`config.mk`:
```
export PLATFORM = sky130hd
export DESIGN_NAME = psram_qpi_ctrl
export DESIGN_NICKNAME = d
export VERILOG_FILES = /design/src/rtl/psram_qpi_ctrl.sv
export SDC_FILE = /design/constraint.sdc
export NUM_CORES = 1
export LEC_CHECK = 0
export CORE_ASPECT_RATIO = 1.5
export CORE_MARGIN = 3
export CORE_UTILIZATION = 36
export CTS_CLUSTER_SIZE = 30
export DETAILED_ROUTE_END_ITERATION = 7
export HOLD_SLACK_MARGIN = 0.08
export PLACE_DENSITY = 0.61
export SLEW_MARGIN = 20
export SYNTH_ARGS = -nofsm -noshare
export SYNTH_HDL_FRONTEND = slang
export SYNTH_SLANG_ARGS = --single-unit
export TNS_END_PERCENT = 1
```
`constraint.sdc`:
```
create_clock -name clock -period 10.2 [get_ports clock]
set_input_delay 2.04 -clock clock [delete_from_list [all_inputs] [get_ports clock]]
set_output_delay 2.04 -clock clock [all_outputs]
set_load 0.02 [all_outputs]
```
`src/rtl/psram_qpi_ctrl.sv`:
```
// Purpose: sequences QPI PSRAM transactions (0xEB quad read / 0x38 quad write) from a valid/ready request port, after switching the device to QPI mode.
// Latency: 2-clock beats, pins lag the sequencer by one clock; word write resp at cycle 33, word read resp at cycle 45 after acceptance.
// Backpressure: req_ready is high only in IDLE after init; one request in flight, the next is accepted after the CE gap.
module psram_qpi_ctrl #(
    parameter logic [7:0] QPI_ENTER_CMD = 8'h35,
    parameter int          WAIT_BEATS    = 6,
    parameter int          CE_GAP_BEATS  = 1
) (
    input  logic        clock,
    input  logic        reset,
    input  logic        req_valid,
    output logic        req_ready,
    input  logic        req_write,
    input  logic [23:0] req_addr,
    input  logic [1:0]  req_size,
    input  logic [31:0] req_wdata,
    output logic        resp_valid,
    output logic [31:0] resp_rdata,
    output logic        init_done,
    output logic        sck,
    output logic        ce_n,
    output logic [3:0]  dio_out,
    output logic        dio_oe,
    input  logic [3:0]  dio_in
);

    typedef enum logic [3:0] {
        S_INIT,
        S_INIT_GAP,
        S_IDLE,
        S_CMD,
        S_ADDR,
        S_DUMMY,
        S_RDATA,
        S_WDATA,
        S_GAP
    } state_t;

    state_t      state;
    logic [4:0]  beat_cnt;
    logic        phase_b;        // 0 = phase A (sck low), 1 = phase B (sck high)
    logic        wr_q;
    logic [23:0] addr_q;
    logic [4:0]  data_beats_q;   // 2, 4 or 8 nibble beats
    logic [31:0] wdata_q;
    logic [31:0] rdata_q;

    logic [4:0]  beats;
    logic        beat_last;
    logic [3:0]  cur_nib;
    logic [4:0]  data_idx;

    // Beat length of the current state and end-of-state detection.
    always_comb begin
        beats = 5'd1;
        case (state)
            S_INIT:            beats = 5'd8;
            S_INIT_GAP, S_GAP: beats = 5'(CE_GAP_BEATS);
            S_CMD:             beats = 5'd2;
            S_ADDR:            beats = 5'd6;
            S_DUMMY:           beats = 5'(WAIT_BEATS);
            S_RDATA, S_WDATA:  beats = data_beats_q;
            default:           beats = 5'd1;
        endcase
        beat_last = phase_b && (beat_cnt == beats - 5'd1);
    end

    // Data beat b carries byte b/2, high nibble first: bit offset 8*(b/2) + (b even ? 4 : 0).
    assign data_idx = {beat_cnt[2:1], ~beat_cnt[0], 2'b00};

    // Nibble to drive for the current beat.
    always_comb begin
        cur_nib = 4'h0;
        case (state)
            S_INIT:  cur_nib = {3'b000, QPI_ENTER_CMD[3'd7 - beat_cnt[2:0]]};
            S_CMD: begin
                if (wr_q) cur_nib = beat_cnt[0] ? 4'h8 : 4'h3;
                else      cur_nib = beat_cnt[0] ? 4'hB : 4'hE;
            end
            S_ADDR: begin
                case (beat_cnt[2:0])
                    3'd0:    cur_nib = addr_q[23:20];
                    3'd1:    cur_nib = addr_q[19:16];
                    3'd2:    cur_nib = addr_q[15:12];
                    3'd3:    cur_nib = addr_q[11:8];
                    3'd4:    cur_nib = addr_q[7:4];
                    default: cur_nib = addr_q[3:0];
                endcase
            end
            S_WDATA: cur_nib = wdata_q[data_idx +: 4];
            default: cur_nib = 4'h0;
        endcase
    end

    // Sequencer FSM: registered pins follow the state one clock later, read nibbles
    // are captured on the edge where sck rises, and state/handshake advance per beat.
    always_ff @(posedge clock or posedge reset) begin
        if (reset) begin
            state        <= S_INIT;
            beat_cnt     <= 5'd0;
            phase_b      <= 1'b0;
            wr_q         <= 1'b0;
            addr_q       <= 24'h0;
            data_beats_q <= 5'd2;
            wdata_q      <= 32'h0;
            rdata_q      <= 32'h0;
            init_done    <= 1'b0;
            req_ready    <= 1'b0;
            resp_valid   <= 1'b0;
            resp_rdata   <= 32'h0;
            sck          <= 1'b0;
            ce_n         <= 1'b1;
            dio_out      <= 4'h0;
            dio_oe       <= 1'b0;
        end else begin
            sck        <= 1'b0;
            ce_n       <= 1'b1;
            dio_out    <= 4'h0;
            dio_oe     <= 1'b0;
            resp_valid <= 1'b0;
            case (state)
                S_INIT, S_CMD, S_ADDR, S_WDATA: begin
                    sck     <= phase_b;
                    ce_n    <= 1'b0;
                    dio_out <= cur_nib;
                    dio_oe  <= 1'b1;
                end
                S_DUMMY, S_RDATA: begin
                    sck  <= phase_b;
                    ce_n <= 1'b0;
                end
                S_GAP: begin
                    if (beat_cnt == 5'd0 && !phase_b) begin
                        resp_valid <= 1'b1;
                        resp_rdata <= wr_q ? 32'h0 : rdata_q;
                    end
                end
                default: ;
            endcase

            // Pins are in phase A here, so the device is holding this beat's nibble.
            if (state == S_RDATA && phase_b)
                rdata_q[data_idx +: 4] <= dio_in;

            if (state == S_IDLE) begin
                if (req_valid && req_ready) begin
                    state     <= S_CMD;
                    beat_cnt  <= 5'd0;
                    phase_b   <= 1'b0;
                    req_ready <= 1'b0;
                    wr_q      <= req_write;
                    addr_q    <= req_addr;
                    wdata_q   <= req_wdata;
                    rdata_q   <= 32'h0;
                    case (req_size)
                        2'd0:    data_beats_q <= 5'd2;
                        2'd1:    data_beats_q <= 5'd4;
                        default: data_beats_q <= 5'd8;
                    endcase
                end
            end else begin
                phase_b <= ~phase_b;
                if (phase_b) begin
                    if (beat_last) begin
                        beat_cnt <= 5'd0;
                        case (state)
                            S_INIT:     state <= S_INIT_GAP;
                            S_INIT_GAP: begin
                                state     <= S_IDLE;
                                init_done <= 1'b1;
                                req_ready <= 1'b1;
                            end
                            S_CMD:      state <= S_ADDR;
                            S_ADDR:     state <= wr_q ? S_WDATA : S_DUMMY;
                            S_DUMMY:    state <= S_RDATA;
                            S_RDATA:    state <= S_GAP;
                            S_WDATA:    state <= S_GAP;
                            S_GAP: begin
                                state     <= S_IDLE;
                                req_ready <= 1'b1;
                            end
                            default:    state <= S_IDLE;
                        endcase
                    end else begin
                        beat_cnt <= beat_cnt + 5'd1;
                    end
                end
            end
        end
    end

endmodule

```
==> flow_summary.json, run 1 <==
{
  "holdBufCountCts": 0,
  "synthArstFlopShare": 1.00,
  "min_path_type": "reg -> reg",
  "synth_top_area_cell": "dfrtp_1",
  "vias": 4915,
  "chipWidth_um": 116,
  "ys.flop_type": "dfrtp_1",
  "period_needed_ps": 3640,
  "avgSynthCellArea_sq_um": 9.38,
  "max_freq_mhz": 275,
  "clock_latency_ps": 410,
  "cts_setup_buffers": 0,
  "fin_nets": 852,
  "cts_root_buf": "clkbuf_16",
  "num_antenna_cells": 0,
  "crit_arrival_ps": 3900,
  "maxCapViolations": 0,
  "coreArea_sq_um": 17600,
  "die-height_um": 171,
  "row_count": 59,
  "cts_buffers": 17,
  "routed_wl_mm": 15.1,
  "drtIter0Drc": 216,
  "synth_most_common_cell": "nand2_1",
  "synth_seq_cells": 144,
  "clk_path_buf_depth": 2,
  "io_pins": 108,
  "antenna_found_initial": 0,
  "synthCells": 694,
  "cts_num_sinks": 144,
  "cp-start-kind": "primary input",
  "htreeDepth": 4,
  "clk_pin_slew_ps": 60,
  "fillers": 1685,
  "p_leak_nw": 3.92,
  "setup_viol": 0,
  "numPortBuffers": 107,
  "clock_skew_ps": 8.54,
  "crit_required_ps": 10460,
  "synth.distinct_cells": 50,
  "synthDominantCellAreaShare": 0.546,
  "netlist_top_cells_area": "dfrtp_1, nand2_1, mux2i_1, nor2_1, o21ai_0",
  "grt_pass1_wl_mm": 25.2,
  "routabilityCongestion": 0.840,
  "max_slew.worst_pin.slew_ps": 926,
  "syn2layout_area_growth_pct": 28.0,
  "syn_area_sq_um": 6510,
  "grt_pass1_vias": 5190,
  "maxSlewViolCount": 0,
  "fin_tns_setup_ps": 0,
  "synth_fp_nets": 769,
  "hpwl_mm": 10.8,
  "relSlewSlack": 0.379,
  "period_share": 0.357,
  "critical_path_class": "in -> reg",
  "viasPerCell": 4.90,
  "die_area_sq_um": 19800,
  "grt_use_total": 0.162,
  "drc": 0,
  "cts_tree": "built",
  "worstPathMaxFanout": 94,
  "power_density_nw_per_um2": 265,
  "yosysSeqAreaShare": 0.554,
  "design_power_total_w": 0.00221,
  "grt_overflow_total": 0,
  "ant_nets": 0,
  "worst_setup_path_end_kind": "flop",
  "ys_warn_count": 0,
  "grt_max_degree": 95,
  "final_hold_viol_count": 0,
  "regToRegSetupSlack_ps": 7270,
  "wl_per_cell_um": 15.1,
  "rsz0062_at_grt": "no",
  "ctsResizeCount": 0,
  "synth_edf_count": 0,
  "drive_gt1_frac": 0.0696,
  "ys_top_cells_by_count": "nand2_1, dfrtp_1, nor2_1",
  "vdd_drop_max_uv": 92.3,
  "initial_core_util": 0.371,
  "status": "completed",
  "first_pass_iters": 4
}
==> flip-flops by register name (all words and copies together), names as in the netlist, 3 cells and up <==
signal        count
dio_out           4
data_beats_q      3
state             4
rdata_q          32
resp_rdata       32
beat_cnt          5
addr_q           24
wdata_q          32
==> metrics by stage <==
stage	instance area (sq um)	std cells	hold slack (ps)	worst slack (ps)	util
floorplan	6510	694	440	4300	-
global placement	7690	971	453	6170	0.438
global route	8340	1003	491	6370	0.474
finish	8340	1003	466	6560	0.474
CTS	8330	1003	475	6540	0.474
detailed placement	7690	971	460	6120	0.438
==> kinds of logic (layout without fill, tap and decap cells) <==
| kind of cell | after synthesis | after routing | synth area share |
|---|---|---|---|
| simple gates | 347 | 347 | 0.217 |
| mux | 49 | 49 | 0.0922 |
| compound gates | 82 | 82 | 0.0761 |
| buf+inv | 58 | 154 | 0.0365 |
| xor+xnor | 5 | 5 | 0.00673 |
| flops | 144 | 144 | 0.554 |
| fa+ha+maj | 9 | 9 | 0.0173 |
==> final cells by class <==
class                   instances  area [sq um]  share of cell area
flip-flops and latches        144          3610               0.433
multi-input cells             492          2670               0.320
repair buffers                111          1100               0.133
clock buffers                  24           492              0.0590
well taps                     213           267              0.0320
clock inverters                 8           150              0.0180
inverters                      11          46.3             0.00555
==> per-layer routing <==
layer	track usage	routed length [um]
met2	0.285	8050
met3	0.0301	557
met4	0.0651	284
met5	0	0
met1	0.193	6200
==> layout by cell type, fill, tap and decap left out, types with 3 or more instances in the layout <==
cell | synthesis | layout
nand2_1 | 255 | 255
dfrtp_1 | 142 | 142
clkdlybuf4s50_1 | 0 | 107
nor2_1 | 56 | 56
o21ai_0 | 42 | 42
mux2i_1 | 39 | 39
clkbuf_16 | 0 | 17
a21oi_1 | 13 | 13
ha_1 | 9 | 9
inv_1 | 9 | 8
a221oi_1 | 8 | 8
nand3_1 | 8 | 8
mux4_2 | 8 | 8
o31ai_1 | 6 | 6
nor3_1 | 5 | 5
clkbuf_8 | 0 | 4
bufinv_16 | 0 | 4
nand4_1 | 3 | 3
xnor2_1 | 3 | 3
clkbuf_1 | 38 | 3
buf_4 | 0 | 3
==> critical path: stages <==
cell and delay, ps:
clkdlybuf4s50_1 470, and4_2 210, buf_4 660, a21oi_1 250, nand2_1 150, o31ai_1 80
==> final timing paths <==
path / start / to / depth (start not counted)
min: addr_q[2] / addr_q[2] / 2
min reg2reg: addr_q[2] / addr_q[2] / 2
max reg2reg: beat_cnt[0] / dio_out[0] / 8
max in group asynchronous: reset / rdata_q[11] / 3
max: req_valid / beat_cnt[0] / 6
min in group asynchronous: reset / resp_rdata[1] / 2
==> power by group <==
part / internal [W] / switching [W] / total [W]
Combinational: 0.000283 / 0.000353 / 0.000637
Clock: 0.000437 / 0.000227 / 0.000663
Sequential: 0.000748 / 0.000161 / 0.000909
Total: 0.00147 / 0.000741 / 0.00221
Note: power is estimated with default switching activity, not from simulation.
==> run 2, diff against run 1 <==
--- a/config.mk
+++ b/config.mk
@@ -11,7 +11,7 @@
 export CTS_CLUSTER_SIZE = 30
 export DETAILED_ROUTE_END_ITERATION = 7
 export HOLD_SLACK_MARGIN = 0.08
-export PLACE_DENSITY = 0.61
+export PLACE_DENSITY = 0.63
 export SLEW_MARGIN = 20
 export SYNTH_ARGS = -nofsm -noshare
 export SYNTH_HDL_FRONTEND = slang
==> constraint.sdc (replaced) <==
create_clock -name clock -period 3.3 [get_ports clock]
set_input_delay 0.66 -clock clock [delete_from_list [all_inputs] [get_ports clock]]
set_output_delay 0.66 -clock clock [all_outputs]
set_load 0.02 [all_outputs]
==> run 2 against run 1 <==
Net effect: final area rose by 0.51%; sequential cell count unchanged; routed wire length increased by 3.8%; worst hold slack got worse by 2.7 ps; largest power group unchanged; critical endpoint is now state[2]; worst setup slack worse by 5700 ps.
==> flow_summary.json, run 2 (synthesis gave the netlist of run 1 again) <==
{
  "clock_skew_ps": 6.52,
  "coreArea_sq_um": 17600,
  "clk_path_buf_depth": 2,
  "die-height_um": 171,
  "cpMaxStageDelayCell": "dfrtp_1",
  "worstPathMaxFanout": 15,
  "regToRegSetupSlack_ps": 860,
  "setup_viol": 0,
  "first_pass_iters": 4,
  "viasPerCell": 4.96,
  "p_clk_frac": 0.279,
  "crit_buf_inv": 0,
  "final_cell_mix": "nand2_1, dfrtp_1, clkdlybuf4s50_1",
  "rsz0062_at_grt": "no",
  "grt_use_total": 0.163,
  "p_sw_frac": 0.343,
  "vias": 5015,
  "initial_core_util": 0.371,
  "p_leak_nw": 3.95,
  "vdd_drop_max_uv": 391,
  "ctsResizeCount": 0,
  "antenna_found_initial": 0,
  "numPortBuffers": 107,
  "clk_pin_slew_ps": 60,
  "crit_required_ps": 3590,
  "critPathMaxStageDelay_ps": 540,
  "max_slew.worst_pin.slew_ps": 728,
  "drtIter0Drc": 221,
  "fin_tns_setup_ps": 0,
  "layout_commonest_cell": "nand2_1",
  "htreeDepth": 4,
  "cts_num_sinks": 144,
  "io_pins": 108,
  "largest_registers": "rdata_q x32, resp_rdata x32, wdata_q x32",
  "wl_per_cell_um": 15.5,
  "relSlewSlack": 0.514,
  "crit_family": "simple AND/OR/NAND/NOR gates",
  "final_area_sq_um": 8380,
  "drc": 0,
  "p_int_w": 0.00442,
  "worst_setup_path_end_kind": "flop",
  "maxCapViolations": 0,
  "grt_overflow_total": 0,
  "cts_setup_buffers": 0,
  "max_freq_mhz": 410,
  "cts_buffers": 17,
  "cts_tree": "built",
  "grt_pass1_vias": 4899,
  "fin_nets": 862,
  "ant_nets": 0,
  "routabilityCongestion": 0.850,
  "grt_pass1_wl_mm": 25.3,
  "p_comb_frac": 0.311,
  "crit_arrival_ps": 2730,
  "dpl_cell_area_sq_um": 7800,
  "routed_wl_mm": 15.7,
  "power_density_nw_per_um2": 803,
  "period_needed_ps": 2440,
  "critical_path_class": "reg -> reg",
  "syn2layout_area_growth_pct": 28.6,
  "row_count": 59,
  "period_share": 0.738,
  "drive_gt1_frac": 0.0776,
  "grt_max_degree": 66,
  "clock_latency_ps": 410,
  "holdBufCountCts": 0,
  "status": "completed",
  "cp_cell_sequence": "nand2b_1 -> o21a_1 -> or3_1 -> a211oi_2 -> nand4_2 -> mux2_4",
  "cp-start-kind": "flop",
  "maxSlewViolCount": 0,
  "seqPwrFrac": 0.410,
  "chipWidth_um": 116,
  "p_sw_w": 0.00231,
  "final_hold_viol_count": 0,
  "num_antenna_cells": 0,
  "min_path_type": "reg -> reg",
  "cts_root_buf": "clkbuf_16",
  "die_area_sq_um": 19800,
  "hpwl_mm": 11.2
}
-- run 2: changes by cell type in the layout (fill, tap and decap cells not counted), sizes merged --
cell / change
buf: +10
inv: -2
bufinv: -2
clkbuf: +2
clkinvlp: +1
-- run 2: per-layer routing --
metal	routed length, um	up-vias	GRT usage
met4	381	0	0.0651
met5	0	-	0
met3	517	23	0.0301
li1	-	2468	-
met1	6480	2403	0.203
met2	8290	121	0.278
-- run 2: per-stage QoR --
| step | cells | power (W) | hold slack [ps] | setup WS (ps) | utilization |
|---|---|---|---|---|---|
| finish | 1012 | 0.00673 | 464 | 864 | 0.477 |
| global route | 1012 | 0.00719 | 490 | 663 | 0.477 |
| floorplan | 694 | 0.00420 | 440 | 837 | - |
| CTS | 1012 | 0.00679 | 473 | 845 | 0.477 |
| detailed placement | 981 | 0.00488 | 458 | 833 | 0.444 |
| global placement | 981 | 0.00483 | 453 | 873 | 0.444 |
-- run 2: power groups by stage --
stage / Sequential (W) / Combinational, W / Clock [W]
after floorplan: 0.00262 / 0.00158 / 0
after global routing: 0.00283 / 0.00237 / 0.00199
after global placement: 0.00277 / 0.00206 / 0
after detailed placement: 0.00278 / 0.00210 / 0
final: 0.00276 / 0.00209 / 0.00188
after CTS: 0.00275 / 0.00212 / 0.00191
-- run 2: final cells by class --
class / count / area [sq um]
timing repair buffer: 121 / 1210
inverter: 11 / 45.0
clock buffer: 26 / 499
clock inverter: 5 / 77.6
multi-input combinational: 492 / 2670
sequential: 144 / 3610
tap: 213 / 267
fill: 1694 / 9190
-- run 2: final timing paths --
kind                              from         endpoint  depth (start not counted)
max in group asynchronous        reset  data_beats_q[1]                          3
min in group asynchronous        reset   resp_rdata[30]                          2
max                           state[3]         state[2]                          6
min                        wdata_q[18]      wdata_q[18]                          2
max reg2reg                   state[3]         state[2]                          6
min reg2reg                wdata_q[18]      wdata_q[18]                          2
-- run 2: worst min-delay path, cell delays in order, from the launching register on --
cell     delay (ps)
dfrtp_1         330
nand2_1          50
nand2_1          50
